[config.mk]
export PLATFORM = sky130hd
export DESIGN_NAME = ddr_port_arbiter
export DESIGN_NICKNAME = d
export VERILOG_FILES = /design/src/rtl/ddr_pkg.sv /design/src/rtl/ddr_port_arbiter_rr_arb2.sv /design/src/rtl/ddr_port_arbiter.sv
export SDC_FILE = /design/constraint.sdc
export NUM_CORES = 2
export LEC_CHECK = 0
export BUFFER_PORTS_ARGS = -buffer_cell sky130_fd_sc_hd__buf_2
export CAP_MARGIN = 10
export CELL_PAD_IN_SITES_DETAIL_PLACEMENT = 1
export CELL_PAD_IN_SITES_GLOBAL_PLACEMENT = 1
export CORE_AREA = 2 2 596 598
export DETAILED_ROUTE_END_ITERATION = 8
export DIE_AREA = 0 0 598 600
export GPL_TIMING_DRIVEN = 0
export PLACE_DENSITY_LB_ADDON = 0.3
export SLEW_MARGIN = 10
export SYNTH_ARGS = -nofsm -noshare
export SYNTH_HDL_FRONTEND = slang
export SYNTH_SLANG_ARGS = --single-unit
export TNS_END_PERCENT = 30
[constraint.sdc]
create_clock -name clock -period 4.7 [get_ports clock]
set_clock_uncertainty 0.2 [all_clocks]
set_input_delay 1.175 -clock clock [delete_from_list [all_inputs] [get_ports clock]]
set_output_delay 1.175 -clock clock [all_outputs]
set_load 0.005 [all_outputs]
[src/rtl/ddr_pkg.sv]
// Shared types and widths for the DDR port arbiter: bus widths, FSM state
// encoding, request owner and the latched DDR command.
package ddr_pkg;

    localparam int IDX_W  = 19;
    localparam int LS_W   = 64;
    localparam int LINE_W = 512;
    localparam int CNT_W  = 32;

    typedef enum logic [1:0] {
        IDLE  = 2'd0,
        ISSUE = 2'd1,
        WAIT  = 2'd2,
        DRAIN = 2'd3
    } arb_state_e;

    typedef enum logic {
        PC = 1'b0,
        LS = 1'b1
    } arb_owner_e;

    typedef struct packed {
        logic [IDX_W-1:0] index;
        logic             we;
        logic             burst;
        logic [LS_W-1:0]  mask;
        logic [LS_W-1:0]  data;
    } ddr_cmd_t;

endpackage

[src/rtl/ddr_port_arbiter_rr_arb2.sv]
// Two-way round-robin pick between the fetch and load/store channels.
// The pick is combinational; last_grant only moves when a grant is accepted.
module rr_arb2
    import ddr_pkg::*;
(
    input  logic clock,
    input  logic reset,
    input  logic pc_valid,
    input  logic ls_valid,
    input  logic update,
    output logic pc_win,
    output logic ls_win
);

    arb_owner_e last_grant;

    // On a tie the channel that did not win last time goes first.
    always_comb begin
        pc_win = 1'b0;
        ls_win = 1'b0;
        if (pc_valid && ls_valid) begin
            if (last_grant == LS) pc_win = 1'b1;
            else                  ls_win = 1'b1;
        end else begin
            pc_win = pc_valid;
            ls_win = ls_valid;
        end
    end

    // Remember who was granted; LS after reset so fetch wins the first tie.
    always_ff @(posedge clock) begin
        if (reset)       last_grant <= LS;
        else if (update) last_grant <= pc_win ? PC : LS;
    end

endmodule

[src/rtl/ddr_port_arbiter.sv]
// Shares the single DDR port between instruction fetch (512-bit burst reads)
// and the load/store unit (64-bit masked accesses). One operation at a time:
// handshake -> one-cycle chip enable -> wait for done -> one-cycle response.
module ddr_port_arbiter
    import ddr_pkg::*;
(
    input  logic              clock,
    input  logic              reset,
    input  logic              pc_req_valid,
    output logic              pc_req_ready,
    input  logic [IDX_W-1:0]  pc_req_index,
    input  logic              pc_flush,
    output logic              pc_resp_valid,
    output logic [LINE_W-1:0] pc_resp_inst,
    input  logic              ls_req_valid,
    output logic              ls_req_ready,
    input  logic [IDX_W-1:0]  ls_req_index,
    input  logic              ls_req_write,
    input  logic [LS_W-1:0]   ls_req_wmask,
    input  logic [LS_W-1:0]   ls_req_wdata,
    output logic              ls_resp_valid,
    output logic [LS_W-1:0]   ls_resp_rdata,
    output logic              ddr_chip_enable,
    output logic [IDX_W-1:0]  ddr_index,
    output logic              ddr_write_enable,
    output logic              ddr_burst_mode,
    output logic [LS_W-1:0]   ddr_opstore_write_mask,
    output logic [LS_W-1:0]   ddr_opstore_write_data,
    input  logic [LS_W-1:0]   ddr_opload_read_data,
    input  logic [LINE_W-1:0] ddr_pc_read_inst,
    input  logic              ddr_operation_done,
    input  logic              ddr_ready,
    output logic [CNT_W-1:0]  pc_grant_cnt,
    output logic [CNT_W-1:0]  ls_grant_cnt
);

    arb_state_e        state;
    arb_state_e        state_next;
    arb_owner_e        owner;
    ddr_cmd_t          cmd;
    logic              drop;
    logic              pc_win;
    logic              ls_win;
    logic              pc_hs;
    logic              ls_hs;
    logic              op_done;
    logic [LINE_W-1:0] line_q;
    logic [LS_W-1:0]   rdata_q;

    assign pc_hs   = pc_req_valid && pc_req_ready;
    assign ls_hs   = ls_req_valid && ls_req_ready;
    assign op_done = (state == WAIT) && ddr_operation_done;

    assign pc_resp_inst  = line_q;
    assign ls_resp_rdata = rdata_q;

    rr_arb2 u_rr_arb2 (
        .clock    (clock),
        .reset    (reset),
        .pc_valid (pc_req_valid),
        .ls_valid (ls_req_valid),
        .update   (pc_hs || ls_hs),
        .pc_win   (pc_win),
        .ls_win   (ls_win)
    );

    // FSM state register.
    always_ff @(posedge clock) begin
        if (reset) state <= IDLE;
        else       state <= state_next;
    end

    // FSM next state: done is only honoured in WAIT.
    always_comb begin
        state_next = state;
        case (state)
            IDLE:    if (pc_hs || ls_hs) state_next = ISSUE;
            ISSUE:   state_next = WAIT;
            WAIT:    if (ddr_operation_done) state_next = DRAIN;
            DRAIN:   state_next = IDLE;
            default: state_next = IDLE;
        endcase
    end

    // FSM outputs: grants in IDLE, command while the operation is live, response in DRAIN.
    always_comb begin
        pc_req_ready           = 1'b0;
        ls_req_ready           = 1'b0;
        ddr_chip_enable        = 1'b0;
        pc_resp_valid          = 1'b0;
        ls_resp_valid          = 1'b0;
        ddr_index              = '0;
        ddr_write_enable       = 1'b0;
        ddr_burst_mode         = 1'b0;
        ddr_opstore_write_mask = '0;
        ddr_opstore_write_data = '0;
        case (state)
            IDLE: begin
                pc_req_ready = ddr_ready && pc_win;
                ls_req_ready = ddr_ready && ls_win;
            end
            ISSUE, WAIT: begin
                ddr_chip_enable        = (state == ISSUE);
                ddr_index              = cmd.index;
                ddr_write_enable       = cmd.we;
                ddr_burst_mode         = cmd.burst;
                ddr_opstore_write_mask = cmd.mask;
                ddr_opstore_write_data = cmd.data;
            end
            DRAIN: begin
                pc_resp_valid = (owner == PC) && !drop;
                ls_resp_valid = (owner == LS);
            end
            default: ;
        endcase
    end

    // Latch the command on handshake; a fetch is always a burst read with no payload.
    always_ff @(posedge clock) begin
        if (pc_hs) begin
            cmd <= '{index: pc_req_index, we: 1'b0, burst: 1'b1, mask: '0, data: '0};
        end else if (ls_hs) begin
            cmd <= '{index: ls_req_index, we: ls_req_write, burst: 1'b0,
                     mask: ls_req_wmask, data: ls_req_wdata};
        end
    end

    // Owner of the live operation and the flush-drop flag (cleared when leaving DRAIN).
    always_ff @(posedge clock) begin
        if (reset) begin
            owner <= PC;
            drop  <= 1'b0;
        end else begin
            if (pc_hs)      owner <= PC;
            else if (ls_hs) owner <= LS;
            if (state == DRAIN)
                drop <= 1'b0;
            else if (pc_flush && (pc_hs || (owner == PC && (state == ISSUE || state == WAIT))))
                drop <= 1'b1;
        end
    end

    // Capture read data for the owner on done; stores return zero.
    always_ff @(posedge clock) begin
        if (reset) begin
            line_q  <= '0;
            rdata_q <= '0;
        end else if (op_done) begin
            if (owner == PC) line_q  <= ddr_pc_read_inst;
            else             rdata_q <= cmd.we ? '0 : ddr_opload_read_data;
        end
    end

    // Accepted-request counters, wrapping naturally at 2^CNT_W.
    always_ff @(posedge clock) begin
        if (reset) begin
            pc_grant_cnt <= '0;
            ls_grant_cnt <= '0;
        end else begin
            if (pc_hs) pc_grant_cnt <= pc_grant_cnt + CNT_W'(1);
            if (ls_hs) ls_grant_cnt <= ls_grant_cnt + CNT_W'(1);
        end
    end

endmodule

==> results.ini <==
[detailed_routing]
vias=32800
via_per_inst=3.33
first_pass_iters=5
final_antenna_net_count=0
drc=0
first_iter_violations=1626
drt_wl_total_um=265000
wl_per_cell_um=26.9

[sta]
final.period_utilization_pct=93.1
slew_headroom_pct=22.2
grt_setup_unrepaired=no
setup_viol=0
tns_ps=0
fin_ws_ps=323
tightest_slew_ps=1170
hold_viol_final=0
fmax_mhz=228
fin_crit_ps=4380
slew_viol_final=0

[yosys]
ys_ff_latch=794
synth_area_um2=28900
syn_nets=4176
ys_seq_area_share_pct=55.7
synthCells=3419
synth.distinct_cells=40
synth_async_sr_flop_share_pct=0
synth_top_cell_by_area=dfxtp_1
synth_ff_type=dfxtp_1
synth_top_area_share_pct=53.7
syn_area_per_cell_um2=8.45
synth_edf_count=19
synth_warnings=0
synth_area_leaders=dfxtp_1, nand2_1, a21oi_1

[setup_path]
required_ps=3320
crit_chain=inv_1, ha_1, clkbuf_1, and2_1, buf_2
crit_path_max_incr_delay_ps=630
cp-end-kind=primary output
slowest_stage=clkbuf_1
cp_max_fo=10
cp.arrival_ps=3000
cp-start-kind=register
critPathKind=register to primary output

[die]
die_h_um=600
start_util_pct=8.21
ios=1544
die_w_um=598
fp.dieArea_um2=359000
coreArea_um2=352000
fp-row-count=218

[finish]
finalNetCount=5836
synthToLayoutAreaGrowth_pct=60.4
final_layout_size_suffix_gt1_share_pct=34.4
final_area_um2=46400
fin_cells=9843
final_core_util_pct=13.2

[global_route]
grt-ovfl-total=0
grt_pass1_wl_um=337000
grt_pass1_vias=33600
antenna_found_initial=186
grt_start_max_net_pins=20
grt_usage_pct=14.1

[power_and_ir_drop]
vdd_drop_max_v=0.000311
powerDensity_nw_per_um2=492
leakage_nw=18.9

[cts]
cts_max_level=3
cts_tree=built
cts_buffer_depth=4
cts_buffers=113
cts.clk_slew.worst_paths_ps=60
clock_latency_ps=850
clock-root-buffer=clkbuf_16
cts.sinks=794

[min_path]
hold_class=register to register

[job]
max_cap_violations=0

[placed_design]
io_buffers=1542
pre_cts_ws_ps=-872
place_area_um2=42500
dp_hpwl_um=232000
dp_cells=9584
gp_congestion=0.887

[run_status]
status=completed

stage by stage:
stage	hold WS, ps	power, W
floorplan	231	0.0106
CTS	238	0.0234
global placement	242	0.0142
global route	274	0.0240
detailed placement	243	0.0143
finish	253	0.0228
worst max-delay path, delay by kind of cell, from the launching register on:
family / cells / cell delay (ps)
flip-flops: 1 / 390
buffers and inverters: 3 / 940
AND/OR/NAND/NOR: 1 / 360
adder cells (fa/ha/maj): 1 / 500
sequential cells by signal, summed over array words and instances, names as in the netlist:
register	cells
pc_grant_cnt	32
u_rr_arb2.last_grant	1
pc_resp_inst	512
state	2
owner	1
ls_resp_rdata	64
ls_grant_cnt	32
drop	1
cmd	149
where the power goes:
| part | leakage [nW] | switching, W | internal, W |
|---|---|---|---|
| Clock | 1.81 | 0.00367 | 0.00512 |
| Combinational | 10.7 | 0.00380 | 0.00187 |
| Sequential | 6.46 | 0.000587 | 0.00775 |
| Total | 18.9 | 0.00806 | 0.0147 |
final cells by class:
type | instances | area [um2]
sequential | 794 | 16100
fill | 42200 | 306000
clock buffer | 153 | 3180
tap | 4620 | 5780
timing repair buffer | 1546 | 7780
buffer | 272 | 1070
inverter | 12 | 45.0
clock inverter | 46 | 528
multi-input combinational | 2340 | 11700
antenna | 60 | 150
cells by family after synthesis:
group,after synthesis,share of synthesized area (%)
multiplexers,25,0.966
AO/OA/AOI/OAI,780,15.6
XOR/XNOR,16,0.485
adder cells (fa/ha/maj),7,0.303
buffers and inverters,285,3.78
AND/OR/NAND/NOR,1512,23.2
flip-flops,794,55.7
final timing paths:
kind	start	to	slack (ps)	cells past startpoint
min	pc_resp_inst[435]	pc_resp_inst[435]	250	2
min reg2reg	pc_resp_inst[435]	pc_resp_inst[435]	250	2
max	state[1]	ddr_burst_mode	320	5
max reg2reg	state[0]	cmd[141]	700	7
layer usage:
layer / global-route usage, % / up-vias / share of wire, %
met3: 6.25 / 410 / 9.8
li1: - / 14800 / -
met5: 0.508 / - / 0.36
met4: 5.02 / 118 / 3.6
met1: 15.1 / 16100 / 37
met2: 24.5 / 1297 / 49
Yosys cell counts (2+ instances only):
library cell	number
and4_1	10
buf_2	12
nor2b_1	27
nand4_1	19
buf_1	8
inv_1	12
xor2_1	8
or3_1	7
a21oi_1	601
nor4_2	2
or4_1	18
nor3b_1	66
clkbuf_1	252
a22o_1	148
a211oi_1	2
mux2_2	22
o31ai_1	18
o21ai_0	7
and3_1	5
dfxtp_1	775
nor4_1	24
nand3_1	17
ha_1	7
mux2i_1	2
nor3_1	2
nand2_1	1046
edfxtp_1	19
xnor2_1	8
and2_1	154
nor2_1	111
what timing repair did:
| action | CTS | global route |
|---|---|---|
| endpoints found under the setup margin | 102 | 0 |
| buffers inserted | 1 | 0 |
| hold buffers | 0 | 0 |
| resized for setup | 10 | 0 |
placed cells by master, fill, tap and decap left out, drive strengths merged:
| cell type | instances |
|---|---|
| buf | 1567 |
| nand2 | 1046 |
| dfxtp | 775 |
| a21oi | 601 |
| clkbuf | 404 |
| and2 | 154 |
| a22o | 148 |
| nor2 | 111 |
| nor3b | 66 |
| diode | 60 |
| clkinv | 29 |
| nor2b | 27 |
| nor4 | 26 |
| mux2 | 23 |
| nand4 | 20 |
| edfxtp | 19 |
| o31ai | 18 |
| or4 | 18 |
| nand3 | 18 |
| inv | 16 |
| and4 | 10 |
| xnor2 | 8 |
| xor2 | 8 |
| or3 | 7 |
| o21ai | 7 |
| ha | 7 |
| bufinv | 7 |
| clkinvlp | 6 |
| and3 | 5 |
| mux2i | 2 |
| a211oi | 2 |
| nor3 | 2 |
| a21boi | 2 |
| o211ai | 1 |
| or2 | 1 |
| nor4b | 1 |
| a31oi | 1 |
(Power assumes the default switching activity.)
